`config.mk`:
```
export PLATFORM = sky130hd
export DESIGN_NAME = lfsr_application
export DESIGN_NICKNAME = d
export VERILOG_FILES = /design/src/rtl/lfsr_application.sv
export SDC_FILE = /design/constraint.sdc
export NUM_CORES = 1
export LEC_CHECK = 0
export CAP_MARGIN = 20
export CORE_UTILIZATION = 53
export DETAILED_ROUTE_END_ITERATION = 10
export PLACE_DENSITY = 0.91
export SLEW_MARGIN = 30
export SYNTH_ARGS = -nofsm -noshare
export SYNTH_HDL_FRONTEND = slang
export SYNTH_SLANG_ARGS = --single-unit
```
`constraint.sdc`:
```
create_clock -name clock -period 3.6 [get_ports clock]
set_input_delay 0.54 -clock clock [delete_from_list [all_inputs] [get_ports clock]]
set_output_delay 0.54 -clock clock [all_outputs]
set_load 0.01 [all_outputs]
```
`src/rtl/lfsr_application.sv`:
```
// Memory-mapped Fibonacci LFSR peripheral: POLY, LFSR seed/state, CTRL mode and
// shift COUNT registers behind a 16-bit address/data/write-strobe port.
module lfsr_application #(
    parameter int n = 8
) (
    input  logic         clock,
    input  logic         reset,
    input  logic         W,
    input  logic [15:0]  A,
    input  logic [n-1:0] D,
    output logic [n-1:0] Q
);

    localparam logic [15:0] ADDR_POLY  = 16'h0010;
    localparam logic [15:0] ADDR_LFSR  = 16'h0012;
    localparam logic [15:0] ADDR_CTRL  = 16'h0014;
    localparam logic [15:0] ADDR_COUNT = 16'h0016;

    typedef enum logic [1:0] {
        MODE_STOP = 2'b00,
        MODE_RUN  = 2'b01,
        MODE_STEP = 2'b10,
        MODE_RSVD = 2'b11
    } mode_t;

    mode_t        mode;
    logic [n-1:0] poly;
    logic [n-1:0] state;
    logic [n-1:0] count;

    logic wr_poly;
    logic wr_lfsr;
    logic wr_ctrl;
    logic shift_en;

    // Tapped bits XOR into the LSB; a zero state or zero polynomial feeds zeros.
    function automatic logic [n-1:0] lfsr_next(input logic [n-1:0] s,
                                               input logic [n-1:0] p);
        return {s[n-2:0], ^(s & p)};
    endfunction

    assign wr_poly  = W && (A == ADDR_POLY);
    assign wr_lfsr  = W && (A == ADDR_LFSR);
    assign wr_ctrl  = W && (A == ADDR_CTRL);
    assign shift_en = (mode == MODE_RUN) || (mode == MODE_STEP);

    always_ff @(posedge clock or negedge reset) begin
        if (!reset) begin
            poly  <= '0;
            state <= '0;
            count <= '0;
            mode  <= MODE_STOP;
        end else begin
            if (wr_poly)
                poly <= D;

            // A seed load wins over a shift on the same edge.
            if (wr_lfsr) begin
                state <= D;
                count <= '0;
            end else if (shift_en) begin
                state <= lfsr_next(state, poly);
                count <= count + n'(1);
            end

            // The edge that writes CTRL still runs under the old mode.
            if (wr_ctrl)
                mode <= mode_t'(D[1:0]);
            else if (mode == MODE_STEP)
                mode <= MODE_STOP;
        end
    end

    always_comb begin
        Q = '0;
        case (A)
            ADDR_POLY:  Q = poly;
            ADDR_LFSR:  Q = state;
            ADDR_CTRL:  Q = {{(n-2){1'b0}}, 2'(mode)};
            ADDR_COUNT: Q = count;
            default:    Q = '0;
        endcase
    end

endmodule

```
==> reports/qor.txt <==
Die outline width - 55.6 um
Vias in the first global route - 1,274
Synth top area share - 42.8%
Initial DRC Count - 41
Pin count of the biggest net entering global routing - 27
Status - finished, final reports clean
Post-route minimum period - 3390 ps
DRC errors left - 0
DPL Wire Length - 2530 um
Setup violators final - 0
Layout cell share with drive strength beyond 1 - 12.3%
Count leader, synth - dfrtp_1
Placed cell count - 206
Core ar. - 0.00273 mm2
Pleak - 0.809 nW
Initial Util - 55.7%
Setup WS pre-CTS - 46.8 ps
Top_reg_cell synth - dfrtp_1
FP Rows - 19
Clock root cell - clkbuf_4
First-pass GRT wire length - 5820 um
Initial antenna violation count - 0
Cells after synthesis - 143
IO Port Bufs - 34
Worst setup margin - 212 ps
Synth area leader - dfrtp_1
Clock Pin Slew Worst Setup and Hold Paths - 140 ps
DR vias - 1,178
Fmax - 295 MHz
Fin Hold WS - 180 ps
Sequential share of the synthesized area - 42.8%
Worst-margin pin slew - 710 ps
Synth area leaders - dfrtp_1 (43%), mux2i_1 (12%), mux2_2 (5.9%)
Num CTS Buffers - 3
Final wirelength - 3320 um
Async SR Flop Fraction - 100%
Sequential cell area - 651 um2
Final std cells w/o fill - 210
All-Layer GR Usage - 24.1%
Die H - 55.6 um
Number of synthesized flops with an enable pin - 0
Synth warn - 0
Max-slew headroom - 52.5%
Synth Area per Inst - 10.6 um2
Final Skew - 6.65 ps
Post-synth cell types - 32
Tcrit/Tclk final - 94.1%
Required time of the critical path - 3060 ps
Average vias per placed instance - 5.61
Gr ovfl total - 0
DR WL/cell - 15.8 um
Crit Path Category - input pin to output port
CP max FO - 4
ANT cells - 0
Syn Std Cell Area - 0.00152 mm2
Nets - 209
TritonRoute pass-1 iters - 5
Layout area overhead - 26.6%
Syn_nets - 172
RSZ-0062 raised after global routing - false
Arr. time, crit path - 2850 ps
Number of max-cap violations - 0
Commonest cells post-synth - dfrtp_1 (26), nand2_1 (20), mux2i_1 (18)
Hold crit path type - input pin to asynchronous set/reset pin
Clk Latency, worst-skew pair - 330 ps
Fin. Hold Viols - 0
DIE AREA - 0.00309 mm2
Fill cell count - 196
Startpoint Class - input pin
GPL Wtd Cong - 0.795
H-tree depth - 1
Max Slew Vio Count - 0
CTS sink cnt - 26
Area of the multi-input gates - 820 um2
Worst vdd ir - 0.303 mV
Tot Pwr - 681 uW
Antenna-violating nets left - 0
Pwr per Cell Area - 353 mW/mm2
CTS tree - done
IO Pins - 35
#FFs+latches synth - 26
Total negative slack - 0 ps
Clock Tree Buf Depth - 2
Crit. End Element - output port
==> critical path, cell delays in order <==
cell,delay (ps)
clkdlybuf4s50_1,390
or4b_1,530
nor3_1,300
nand2_1,120
buf_4,160
o22ai_1,200
clkdlybuf4s50_1,600
==> layout make-up <==
| cell class | instances | area share (%) |
|---|---|---|
| repair buffers | 37 | 18.6 |
| clock inverters | 1 | 1.56 |
| inverters | 2 | 0.390 |
| multi-input cells | 110 | 42.5 |
| flip-flops and latches | 26 | 33.8 |
| well taps | 31 | 2.01 |
| clock buffers | 3 | 1.17 |
==> layout by cell type, fill, tap and decap left out, types with 2 or more instances in the layout <==
cell / n
inv_1: 2
o2bb2ai_1: 6
nand4_1: 2
clkdlybuf4s50_1: 33
xor2_1: 8
mux2_2: 8
nor2b_1: 3
mux2i_1: 18
ha_1: 2
dfrtp_1: 26
buf_4: 3
or3_1: 2
clkbuf_4: 3
o22ai_1: 2
nand3_2: 2
nor2_1: 11
o21ai_0: 6
xnor2_1: 6
nand2_1: 20
o21ai_1: 2
==> layer usage <==
metal,vias up,routed length (um),GRT usage (%)
met2,26,1730,40.8
li1,576,-,-
met5,-,0,0
met3,4,107,3.26
met1,572,1450,30.6
met4,0,43,11.1
==> final timing paths <==
path	slack [ps]	from	depth (start not counted)	end
max in group asynchronous	3040	reset	1	state[3]$_DFFE_PN0P_
worst max register to register	1600	mode[0]$_DFFE_PN0P_	7	count[7]$_DFFE_PN0P_
worst min register to register	560	poly[6]$_DFFE_PN0P_	1	poly[6]$_DFFE_PN0P_
min in group clock	560	poly[6]$_DFFE_PN0P_	1	poly[6]$_DFFE_PN0P_
worst max-delay path	210	A[0]	7	Q[0]
worst min-delay path	180	reset	1	count[7]$_DFFE_PN0P_
==> cell families (layout without fill, tap and decap cells) <==
kind of cell    Yosys count  after routing  share of synthesized area (%)
mux                      26             26                           17.8
simple gates             50             50                           17.7
flops                    26             26                           42.8
fa+ha+maj                 2              2                           1.64
compound gates           18             18                           8.39
buf+inv                   7             43                           3.70
xor+xnor                 14             14                           8.06
==> report_power, final <==
| part | switching, mW | internal (mW) | total (mW) | leakage (nW) |
|---|---|---|---|---|
| clock network | 0.0884 | 0.113 | 0.201 | 0.0279 |
| logic | 0.0446 | 0.0621 | 0.107 | 0.433 |
| registers | 0.0470 | 0.326 | 0.373 | 0.348 |
==> what timing repair did <==
item / CTS / global route
resized for setup: 0 / 1
setup endpoints to repair: 0 / 8
buffers inserted: 0 / 0
hold buffers: 0 / 0
==> stage by stage <==
stage	util, %	area [um2]
2_1_floorplan	-	1520
3_3_place_gp	68.6	1870
3_5_place_dp	68.4	1870
4_1_cts	70.3	1920
5_1_grt	70.5	1930
6_report	70.5	1930
==> registers in the layout (all words and copies together), names as in the netlist <==
register  flops
count         8
poly          8
state         8
mode          2
Note: power is estimated with default switching activity, not from simulation.
